<file path="src/rtl/awg_cmd_parser.sv">
// awg_cmd_parser: UART byte-stream frame parser driving AWG configuration registers.
// Define AWG_CMD_CHECKSUM_EN to require a trailing CHK = CMD ^ D_HI ^ D_LO byte.
module awg_cmd_parser #(
    parameter int          TIMEOUT_CYCLES = 100000,
    parameter logic [7:0]  SYNC_BYTE      = 8'hA5
) (
    input  logic        clk,
    input  logic        rst_n,
    input  logic [7:0]  uart_data,
    input  logic        data_valid,
    output logic [1:0]  waveform_type,
    output logic [15:0] frequency,
    output logic [9:0]  amplitude,
    output logic [9:0]  dc_offset,
    output logic        cfg_update,
    output logic        frame_err,
    output logic        busy
);
    localparam int CW = $clog2(TIMEOUT_CYCLES + 1);

    typedef enum logic [2:0] {IDLE, GOT_SYNC, GOT_CMD, GOT_DHI, GOT_DLO} state_t;

    state_t         r_state, w_next;
    logic [7:0]     r_cmd, r_dhi;
    logic [CW-1:0]  r_tcnt;
    logic [1:0]     r_wt;
    logic [15:0]    r_freq;
    logic [9:0]     r_amp, r_dc;
    logic           r_cfg_update, r_frame_err;
    logic [15:0]    w_d;
    logic           w_last, w_chk_ok, w_ok, w_final, w_timeout;

`ifdef AWG_CMD_CHECKSUM_EN
    logic [7:0] r_dlo;
    assign w_d      = {r_dhi, r_dlo};
    assign w_last   = r_state == GOT_DLO;
    assign w_chk_ok = uart_data == (r_cmd ^ r_dhi ^ r_dlo);
`else
    assign w_d      = {r_dhi, uart_data};
    assign w_last   = r_state == GOT_DHI;
    assign w_chk_ok = 1'b1;
`endif

    assign busy          = r_state != IDLE;
    assign waveform_type = r_wt;
    assign frequency     = r_freq;
    assign amplitude     = r_amp;
    assign dc_offset     = r_dc;
    assign cfg_update    = r_cfg_update;
    assign frame_err     = r_frame_err;

    // A byte arriving on the timeout cycle suppresses the timeout.
    always_comb begin
        w_timeout = busy && !data_valid && r_tcnt == CW'(TIMEOUT_CYCLES - 1);
        w_final   = data_valid && w_last;
        w_ok      = w_chk_ok && ((r_cmd == 8'h01 && w_d[15:2] == 14'd0) || r_cmd == 8'h02 ||
                    ((r_cmd == 8'h03 || r_cmd == 8'h04) && w_d[15:10] == 6'd0));
        w_next    = r_state;
        if (data_valid)
            w_next = (w_last || (r_state == IDLE && uart_data != SYNC_BYTE)) ? IDLE : state_t'(r_state + 3'd1);
        else if (w_timeout)
            w_next = IDLE;
    end

    always_ff @(posedge clk or negedge rst_n) begin
        if (!rst_n) begin
            r_state <= IDLE;
            r_tcnt  <= '0;
        end else begin
            r_state <= w_next;
            r_tcnt  <= (data_valid || !busy || w_timeout) ? '0 : r_tcnt + 1'b1;
        end
    end

    always_ff @(posedge clk or negedge rst_n) begin
        if (!rst_n) begin
            r_cmd        <= '0;
            r_dhi        <= '0;
`ifdef AWG_CMD_CHECKSUM_EN
            r_dlo        <= '0;
`endif
            r_wt         <= 2'd0;
            r_freq       <= 16'h0100;
            r_amp        <= 10'h1FF;
            r_dc         <= 10'h200;
            r_cfg_update <= 1'b0;
            r_frame_err  <= 1'b0;
        end else begin
            if (data_valid && r_state == GOT_SYNC) r_cmd <= uart_data;
            if (data_valid && r_state == GOT_CMD)  r_dhi <= uart_data;
`ifdef AWG_CMD_CHECKSUM_EN
            if (data_valid && r_state == GOT_DHI)  r_dlo <= uart_data;
`endif
            r_cfg_update <= w_final && w_ok;
            r_frame_err  <= (w_final && !w_ok) || w_timeout;
            if (w_final && w_ok) begin
                if (r_cmd == 8'h01) r_wt   <= w_d[1:0];
                if (r_cmd == 8'h02) r_freq <= w_d;
                if (r_cmd == 8'h03) r_amp  <= w_d[9:0];
                if (r_cmd == 8'h04) r_dc   <= w_d[9:0];
            end
        end
    end
endmodule
</file>
<file path="config.mk">
export PLATFORM = sky130hd
export DESIGN_NAME = awg_cmd_parser
export DESIGN_NICKNAME = d
export VERILOG_FILES = /design/src/rtl/awg_cmd_parser.sv
export SDC_FILE = /design/constraint.sdc
export NUM_CORES = 1
export LEC_CHECK = 0
export BUFFER_PORTS_ARGS = -buffer_cell sky130_fd_sc_hd__clkbuf_2
export CAP_MARGIN = 25
export CORE_ASPECT_RATIO = 0.6
export CORE_MARGIN = 4
export CORE_UTILIZATION = 35
export DETAILED_ROUTE_END_ITERATION = 8
export PLACE_DENSITY = 0.6
export SYNTH_ARGS = -nofsm -noshare
export SYNTH_HDL_FRONTEND = slang
export SYNTH_SLANG_ARGS = --single-unit
</file>
<file path="constraint.sdc">
create_clock -name clk -period 4.65 [get_ports clk]
set_clock_uncertainty 0.05 [all_clocks]
set_input_delay 0.93 -clock clk [delete_from_list [all_inputs] [get_ports clk]]
set_output_delay 0.93 -clock clk [all_outputs]
set_load 0.05 [all_outputs]
</file>
==> results of run 1 <==
## through the flow
step / instance area (um2) / hold slack [ps] / total power [mW] / utilization [%] / cells
3_5_place_dp: 3720 / 404 / 1.09 / 40.2 / 426
2_1_floorplan: 3350 / 383 / 1.01 / - / 252
5_1_grt: 4080 / 345 / 1.91 / 44.0 / 443
4_1_cts: 4050 / 412 / 1.84 / 43.7 / 442
3_3_place_gp: 3720 / 398 / 1.08 / 40.2 / 426
6_report: 4080 / 357 / 1.83 / 44.0 / 443
## final cells by class
cell class,instances,area [um2],area share (%)
tap,130,163,3.99
clock buffer,9,225,5.53
timing repair buffer,52,285,7.00
sequential,76,1920,47.0
multi-input combinational,163,1370,33.5
clock inverter,7,97.6,2.39
inverter,6,22.5,0.553
## placed cells by master, fill, tap and decap left out, types with 4 or more instances in the layout
| master | Yosys | final |
|---|---|---|
| dfrtp_1 | 65 | 65 |
| mux2_2 | 54 | 54 |
| clkbuf_2 | 0 | 50 |
| nor2_1 | 18 | 18 |
| dfstp_2 | 11 | 11 |
| nand2_1 | 9 | 9 |
| clkbuf_16 | 0 | 9 |
| xor2_1 | 7 | 7 |
| inv_1 | 6 | 6 |
| nand3_1 | 6 | 6 |
| ha_1 | 6 | 6 |
| a21oi_1 | 5 | 5 |
| xnor2_1 | 5 | 5 |
| nor3_1 | 4 | 4 |
## state kept, by name, summed over array words and instances, names as in the netlist
name,count
dc_offset,10
frame_err,1
amplitude,10
r_state,3
r_tcnt,17
r_cmd,8
waveform_type,2
r_dhi,8
frequency,16
cfg_update,1
## power by group through the flow
stage	Combinational [mW]	Clock (mW)	Sequential [mW]
5_1_grt	0.278	0.800	0.837
2_1_floorplan	0.207	0	0.798
3_3_place_gp	0.246	0	0.831
6_report	0.252	0.750	0.824
3_5_place_dp	0.251	0	0.835
4_1_cts	0.252	0.765	0.824
## cell families (layout without fill, tap and decap cells)
kind of cell	Yosys count	count (layout)	synth area share (%)
adder cells (fa/ha/maj)	6	6	2.24
flip-flops	76	76	57.2
AND/OR/NAND/NOR	75	75	14.1
multiplexers	54	54	18.1
XOR/XNOR	12	12	3.14
AO/OA/AOI/OAI	16	16	3.14
buffers and inverters	13	74	2.05
## per-layer routing
layer | share of wire, % | vias up
met5 | 0 | -
met1 | 55 | 1073
li1 | - | 1021
met2 | 39 | 55
met3 | 4.6 | 11
met4 | 1.4 | 0
## worst min path at each step
stage,cells after the start,end,slack (ps),start
2_1_floorplan,1,r_tcnt[0],380,r_tcnt[0]
3_3_place_gp,1,r_tcnt[0],400,r_tcnt[0]
3_5_place_dp,1,r_tcnt[0],400,r_tcnt[0]
4_1_cts,1,r_tcnt[0],410,r_tcnt[0]
5_1_grt,1,frequency[13],340,rst_n
6_report,1,frequency[11],360,rst_n
==> results.md, run 1 <==
* Outcome: completed
* Setup WS pre-CTS at around 2200 ps
* Critical path type: flip-flop to output port
* Crit Path Max Fanout at 4
* Final hold vios at 0
* Max Clk Rate at between 300 and 400 MHz
* Worst-Skew Late Latency at roughly 330 ps
* Setup TNS Final at 0 ps
* # fillers at about 860
* Worst path slowest cell: dfrtp_1
* Vias per cell at 4.88
* DPL Wire Length at ~5000 um
* Flop-to-flop setup slack at about 2500 ps
* Critical Path End: busy
* IO Port Bufs at 51
* Top cell type's share of synthesized area at slightly below 50%
* Clock Pin Slew Worst Setup and Hold Paths at about 60 ps
* Slowest stage delay, CP at around 420 ps
* Num CTS Buffers at 9
* Delay-heaviest family, CP: flip-flops
* First-pass iteration count of the detailed router at 4
* Reg2Reg Depth at 4
* Initial antenna violation count at 0
* Total number of vias at 2160
* Synthesis Warnings at 0
* Grt ovf at 0
* Final wirelength at 7150 um
* Count leader, synth: dfrtp_1
* Ratio of cells with drive above 1 in the final layout at 46.0%
* Die ar. at 11300 um2
* Crit path DAT at ~1500 ps
* EDFF count, synth at 0
* Met3 Use GR at approximately 4.2%
* Count of cell types in the netlist at 45
* Final slew viol count at 0
* Area of the mapped netlist at between 3000 and 4000 um2
* Initial Util at 36.2%
* Syn Area/Cell at about 13 um2
* Rows at 27
* Die Wd at ~130 um
* CP endpoint kind: output port
* Asr flop ratio synth at between 90% and 100%
* Crit path time final at approximately 2500 ps
* 1st-iter DRT viols at 155
* Sequential area share after synthesis at between 50% and 60%
* Clk pwr share at roughly two fifths
* Unrepaired setup endpoints after global routing: false
* GR Util met2 at 17.4%
* Critical path depth at 4
* Reg power frac at a little under half
* Antenna-violating nets left at 0
* Worst EP required at 3670 ps
* Pin count of the biggest net entering global routing at 77
* CTS Sinks at 76
* Nets@finish at approximately 330
* Max_slew headroom at roughly 58%
* Drc violations at 0
* Most frequent cells after synthesis: dfrtp_1 (65), mux2_2 (54), nor2_1 (18)
* Synthesis-stage register bit count at 76
* Top Ports at 52
* Internal Dissipation at approximately 1.3 mW
* Worst Max-Slew Pin Slew at approximately 630 ps
* Worst path cell trace: inv_1 > ha_1 > nand2b_1 > clkbuf_2
* RePlAce Congestion at 0.821
* Vias in the first global route at around 2200
* # H-tree levels at 3
* Max_cap viols at 0
* Static leakage at a little under 2 nW
* Power Density at approximately 450 nW/um2
* VDD IR-drop max at about 0.00018 V
* Syn Inst Count at 252
* WL/cell at about 16 um
* Setup ws final at ~2100 ps
* WP buf/inv at 2
* Busiest metal layer after global routing: met1
* Combinational share of power at 13.8%
* First-pass GRT wire length at around 12000 um
* Post-CTS setup buffer count at 0
* # setup viols final at 0
* Worst Setup SP: r_state[0]
* Switch Pwr at just under 500 uW
* # hold bufs at CTS at 0
* CTS tree: built
* Core ar. at 9260 um2
* Final worst-path cycle share at approximately 54%
* Min-delay worst type: input pin to asynchronous set/reset pin
* R2r endpoint: dc_offset[4]
* Die height at approximately 84 um
* Sw Ratio at approximately 27%
* Startpoint Class: flip-flop
* Root buf cell: clkbuf_16
* Yosys top cell by area: dfrtp_1
* Inserted Diodes at 0
* Worst r2r src: r_cmd[5]
* Net count after synthesis at between 200 and 300
* Met1 usage at 21.1%
* CTS Buffer Depth at 2
* Primary FF master, synth: dfrtp_1
* Synth-to-Final Area Change at 21.6%
* CTS resizes at 0
* Dominant cells by area after synthesis: dfrtp_1 (49%), mux2_2 (18%), dfstp_2 (8.6%)
* Global Route Usage Sum at 13.6%
Note: power is estimated with default switching activity, not from simulation.
==> run 2, diff against run 1 <==
==> constraint.sdc (replaced) <==
create_clock -name clk -period 2.33 [get_ports clk]
set_clock_uncertainty 0.05 [all_clocks]
set_input_delay 0.466 -clock clk [delete_from_list [all_inputs] [get_ports clk]]
set_output_delay 0.466 -clock clk [all_outputs]
set_load 0.05 [all_outputs]
==> run 2 against run 1 <==
Against the previous run: clock-buffer cell count is 3 higher; cell count increased by 1.4%; sequential cell count stayed put; core utilization up 0.65 points; register-to-register slack worse by 2300 ps; die area is the same; worst setup slack lost 2000 ps; global-route usage up 0.61 points; first-iteration DRC count is 36% lower; via count is 2.1% higher; non-clock buffer count increased by 6.
==> results.md, run 2 (synthesized netlist as in run 1, its figures left out) <==
* Outcome: completed
* RePlAce Congestion at 0.834 (+1.6%)
* Reg power frac at 43.1% (-2.0 points)
* WL/cell at 16.7 um (+3.5%)
* Combinational share of power at 14.7% (+0.9 points)
* Max Clk Rate at between 400 and 500 MHz
* Num CTS Buffers at 9 (unchanged)
* CTS resizes at 0 (unchanged)
* Max_slew headroom at 63.7% (+5.5 points)
* Crit path time final at about 2200 ps
* Design Power at 3.78 mW (+110%)
* Pin count of the biggest net entering global routing at 40 (-48%)
* Final wirelength at 7490 um (+4.9%)
* First-pass iteration count of the detailed router at 4 (unchanged)
* Slowest stage delay, CP at 570 ps (+150 ps)
* Critical path type: flip-flop to flip-flop
* Min-delay worst type: input pin to asynchronous set/reset pin
* # H-tree levels at 3 (unchanged)
* Core ar. at 9260 um2 (unchanged)
* Global Route Usage Sum at 14.2% (+0.61 points)
* Initial antenna violation count at 0 (unchanged)
* Synth-to-Final Area Change at 23.4%
* Clk pwr share at 42.2% (+1.1 points)
* Area after DPL at 3790 um2 (+1.7%)
* Initial Util at 36.2% (unchanged)
* Die Wd at 134 um (unchanged)
* Internal Dissipation at 2.81 mW (+110%)
* Worst EP required at 2490 ps (-1180 ps)
* Die height at 83.8 um (unchanged)
* Grt ovf at 0 (unchanged)
* Post-CTS setup buffer count at 0 (unchanged)
* CTS Buffer Depth at 2 (unchanged)
* # fillers at 864 (+1.1%)
* Vias in the first global route at 2254 (+2.3%)
* Rows at 27 (unchanged)
* WP buf/inv at 0 (-2)
* CP endpoint kind: flip-flop
* Nets@finish at 331 (+1.8%)
* Worst-Skew Late Latency at 340 ps (about the same)
* DPL Wire Length at 5270 um (+4.5%)
* Drc violations at 0 (unchanged)
* Ratio of cells with drive above 1 in the final layout at 46.4% (+0.39 points)
* Design area at 4140 um2 (+1.5%)
* Worst path slowest cell: or4_4
* Commonest cells after routing, fill and taps aside: dfrtp_1 (65), mux2_2 (54), clkbuf_2 (50)
* Placed cell count at 433 (+1.6%)
* Unrepaired setup endpoints after global routing: false
* Delay-heaviest family, CP: simple AND/OR/NAND/NOR gates
* Static leakage at 1.97 nW (+2.1%)
* Max FFs per register at 17 (unchanged)
* Final slew viol count at 0 (unchanged)
* Worst path cell trace: or4_4 > nor4_2 > nand4_2 > mux2_2
* Root buf cell: clkbuf_16
* Max_cap viols at 0 (unchanged)
* # hold bufs at CTS at 0 (unchanged)
* VDD IR-drop max at 0.000423 V (+140%)
* Setup TNS Final at 0 ps (unchanged)
* Top Ports at 52 (unchanged)
* IO Port Bufs at 51 (unchanged)
* Antenna-violating nets left at 0 (unchanged)
* CTS tree: built
* Inserted Diodes at 0 (unchanged)
* Largest Register: r_tcnt
* Vias per cell at 4.91 (+0.76%)
* Final worst-path cycle share at between 90% and 100%
* # setup viols final at 0 (unchanged)
* Die ar. at 11300 um2 (unchanged)
* Final hold vios at 0 (unchanged)
* Total number of vias at 2206 (+2.1%)
* Crit Path Max Fanout at 10 (+6)
* Sw Ratio at 25.7% (-1.5 points)
* Crit path DAT at 2320 ps (+790 ps)
* Clock Pin Slew Worst Setup and Hold Paths at 60 ps (about the same)
* Switch Pwr at 971 uW (+95%)
* Power Density at 913 nW/um2 (+100%)
* Leading cell type in the layout, fill and taps excluded: dfrtp_1
* 1st-iter DRT viols at 99 (-36%)
* Non-Filler Instances at 449 (+1.4%)
* Startpoint Class: flip-flop
* CTS Sinks at 76 (unchanged)
* Worst Max-Slew Pin Slew at 544 ps (-82.1 ps)
* First-pass GRT wire length at 12300 um (+3.4%)
[run 2: cell count changes in the layout (fill, tap and decap cells not counted), moves of 2 or more]
cell        previous run  this run
buf_4                  1         7
clkbuf_1               0         2
clkinvlp_4             2         0
inv_6                  2         0
[run 2: final timing paths]
kind	from	end	slack, ps	cells past startpoint
max	r_dhi[3]	amplitude[9]	180	4
min	rst_n	frequency[15]	80	1
max reg2reg	r_dhi[3]	amplitude[9]	180	4
min reg2reg	r_tcnt[0]	r_tcnt[0]	420	1
max in group asynchronous	rst_n	amplitude[8]	1510	2
min in group clk	r_tcnt[0]	r_tcnt[0]	420	1
[run 2: power by group through the flow]
stage	registers [mW]	logic (mW)	clock network, mW
2_1_floorplan	1.59	0.412	0
3_3_place_gp	1.64	0.542	0
5_1_grt	1.65	0.607	1.71
6_report	1.63	0.555	1.59
3_5_place_dp	1.64	0.555	0
4_1_cts	1.62	0.560	1.65
[run 2: routing by layer]
metal	track usage [%]	wire (um)	part of all wire, %
met5	0	0	0
met3	3.98	379	5.1
met2	18.6	2990	40
met4	4.99	100	1.3
met1	21.9	4020	54
[run 2: cell type report]
class	count	area [um2]	share of cell area [%]
Multi-Input combinational cell	163	1370	33.0
Inverter	6	22.5	0.545
Tap cell	130	163	3.93
Timing Repair Buffer	58	323	7.81
Clock inverter	4	98.8	2.39
Sequential cell	76	1920	46.3
Clock buffer	12	246	5.96
[run 2: metrics by stage]
step	hold WS [ps]	util [%]	setup WS (ps)
2_1_floorplan	120	-	327
3_3_place_gp	399	40.9	210
3_5_place_dp	404	40.9	185
4_1_cts	85.1	44.7	172
5_1_grt	107	44.7	104
6_report	75.1	44.7	175
==> run 3, diff against run 2 <==
--- a/config.mk
+++ b/config.mk
@@ -5,9 +5,10 @@
 export SDC_FILE = /design/constraint.sdc
 export NUM_CORES = 1
 export LEC_CHECK = 0
+export ABC_CLOCK_PERIOD_IN_PS = 2330
 export BUFFER_PORTS_ARGS = -buffer_cell sky130_fd_sc_hd__clkbuf_2
 export CAP_MARGIN = 25
-export CORE_ASPECT_RATIO = 0.6
+export CORE_ASPECT_RATIO = 0.9
 export CORE_MARGIN = 4
 export CORE_UTILIZATION = 35
 export DETAILED_ROUTE_END_ITERATION = 8
==> run 3 against run 2 <==
Against the previous run: largest cell class unchanged; cell count shrank 2.4%; routed wire length decreased by 7.1%; critical path depth unchanged; sequential power about the same; the flow now finishes with violations (negative hold slack); clock power is 31% lower; largest power group unchanged; non-clock buffer count shrank 3; register-to-register slack better by 80 ps; sequential share of layout area up 1.9 points; clock-buffer cell count decreased by 2.
==> results.md, run 3 (synthesized netlist as in run 1, its figures left out) <==
* Outcome: finished with violations
* Failing checks: negative hold slack
* WL/cell at 15.9 um (-4.7%)
* Setup ws final at 255 ps (+79.9 ps)
* Power Density at 815 nW/um2 (-11%)
* Delay-heaviest family, CP: simple AND/OR/NAND/NOR gates
* # setup viols final at 0 (unchanged)
* Slowest stage delay, CP at 570 ps (about the same)
* Final wirelength at 6960 um (-7.1%)
* IO Port Bufs at 51 (unchanged)
* Initial antenna violation count at 0 (unchanged)
* # H-tree levels at 3 (unchanged)
* # hold bufs at CTS at 0 (unchanged)
* First-pass iteration count of the detailed router at 4 (unchanged)
* Unrepaired setup endpoints after global routing: false
* Initial Util at 36.4% (+0.19 points)
* CTS tree: built
* Crit Path Max Fanout at 10 (unchanged)
* Worst EP required at 2520 ps (+30 ps)
* Final slew viol count at 0 (unchanged)
* Leading cell type in the layout, fill and taps excluded: dfrtp_1
* Vias in the first global route at 2211 (-1.9%)
* Setup TNS Final at 0 ps (unchanged)
* Placed cell count at 422 (-2.5%)
* Max Clk Rate at 482 MHz (+3.9%)
* Worst path cell trace: or4_4 > nor3_1 > and4_2 > mux2_2
* Crit path DAT at 2260 ps (-60 ps)
* CP endpoint kind: flip-flop
* Largest Register: r_tcnt
* Die ar. at 11200 um2 (-0.44%)
* Ratio of cells with drive above 1 in the final layout at 46.2% (-0.19 points)
* Global Route Usage Sum at 13.3% (-0.88 points)
* Antenna-violating nets left at 0 (unchanged)
* Max_cap viols at 0 (unchanged)
* CTS resizes at 0 (unchanged)
* Pin count of the biggest net entering global routing at 47 (+18%)
* CTS Buffer Depth at 2 (unchanged)
* Critical path type: flip-flop to flip-flop
* DPL Wire Length at 4950 um (-6.0%)
* Die height at 101 um (+20%)
* Final hold vios at 2 (+2)
* 1st-iter DRT viols at 73 (-26%)
* First-pass GRT wire length at 11600 um (-5.7%)
* Nets@finish at 328 (-0.91%)
* Final worst-path cycle share at 89.1% (-3.4 points)
* Num CTS Buffers at 9 (unchanged)
* Max FFs per register at 17 (unchanged)
* WP buf/inv at 0 (unchanged)
* Core ar. at 9210 um2 (-0.53%)
* VDD IR-drop max at 0.000304 V (-28%)
* Vias per cell at 4.90 (-0.28%)
* Max_slew headroom at 72.1% (+8.3 points)
* Clock Pin Slew Worst Setup and Hold Paths at 80 ps (+20 ps)
* Rows at 33 (+22%)
* Root buf cell: clkbuf_8
* Die Wd at 111 um (-17%)
* Grt ovf at 0 (unchanged)
* Total number of vias at 2146 (-2.7%)
* Commonest cells after routing, fill and taps aside: dfrtp_1 (65), mux2_2 (54), clkbuf_2 (50)
* Inserted Diodes at 0 (unchanged)
* RePlAce Congestion at 0.760 (-8.8%)
* Top Ports at 52 (unchanged)
* Worst path slowest cell: or4_4
* Non-Filler Instances at 438 (-2.4%)
* Drc violations at 0 (unchanged)
* Min-delay worst type: input pin to asynchronous set/reset pin
* Crit path time final at 2080 ps (-79.9 ps)
* Startpoint Class: flip-flop
* CTS Sinks at 76 (unchanged)
* Synth-to-Final Area Change at 18.6%
* Post-CTS setup buffer count at 0 (unchanged)
* Setup WS pre-CTS at 257 ps (+71.2 ps)
* Static leakage at 1.90 nW (-3.6%)
* Worst hold slack at -7.39 ps (-82.5 ps)
* Worst Max-Slew Pin Slew at 419 ps (-125 ps)
* Worst-Skew Late Latency at 350 ps (about the same)
## run 3: cell count changes in the layout (fill, tap and decap cells not counted), sizes merged
cell    change
clkbuf      -2
buf         -3
bufinv      -1
inv         +1
clkinv      +2
## run 3: worst reg2reg max path: stages, from the launching register on
cell and delay [ps]:
dfrtp_1 400, or4_4 570, nor3_1 160, and4_2 410
mux2_2 370
## run 3: report_power, final
group          internal, mW  switching [mW]  leakage (nW)  total, mW
Clock                 0.605           0.484         0.111       1.09
Combinational         0.246           0.263         0.792      0.509
Sequential             1.47           0.174         0.994       1.64
## run 3: worst paths after layout
check                            from            to  slack (ps)  cells after the start
max                          r_dhi[3]  dc_offset[4]         250                      4
min                             rst_n    r_tcnt[14]          -7                      1
max reg2reg                  r_dhi[3]  dc_offset[4]         250                      4
min reg2reg                 r_tcnt[0]     r_tcnt[0]         410                      1
max in group asynchronous       rst_n  amplitude[4]        1600                      2
min in group clk           data_valid    r_state[0]         410                      3
## run 3: metrics by stage
| stage | total power [mW] | hold WS (ps) | area [um2] | util [%] |
|---|---|---|---|---|
| floorplan | 2.01 | 120 | 3350 | - |
| detailed placement | 2.18 | 391 | 3760 | 40.8 |
| finish | 3.24 | -7.39 | 3970 | 43.1 |
| CTS | 3.28 | 6.87 | 3970 | 43.1 |
| global route | 3.42 | 9.24 | 3970 | 43.1 |
| global placement | 2.16 | 388 | 3760 | 40.8 |
## run 3: cell type report
type,instances,area [um2]
Clock buffer,10,128
Clock inverter,6,87.6
Fill cell,841,5240
Inverter,6,22.5
Multi-Input combinational cell,163,1370
Sequential cell,76,1920
Tap cell,122,153
Timing Repair Buffer,55,300
## run 3: layer usage
layer  up-vias  track usage [%]  part of all wire [%]
li1       1027                -                     -
met2        38             20.0                    46
met5         -                0                     0
met3         9             4.20                   4.6
met4         0             5.52                   1.4
met1      1072             17.9                    48
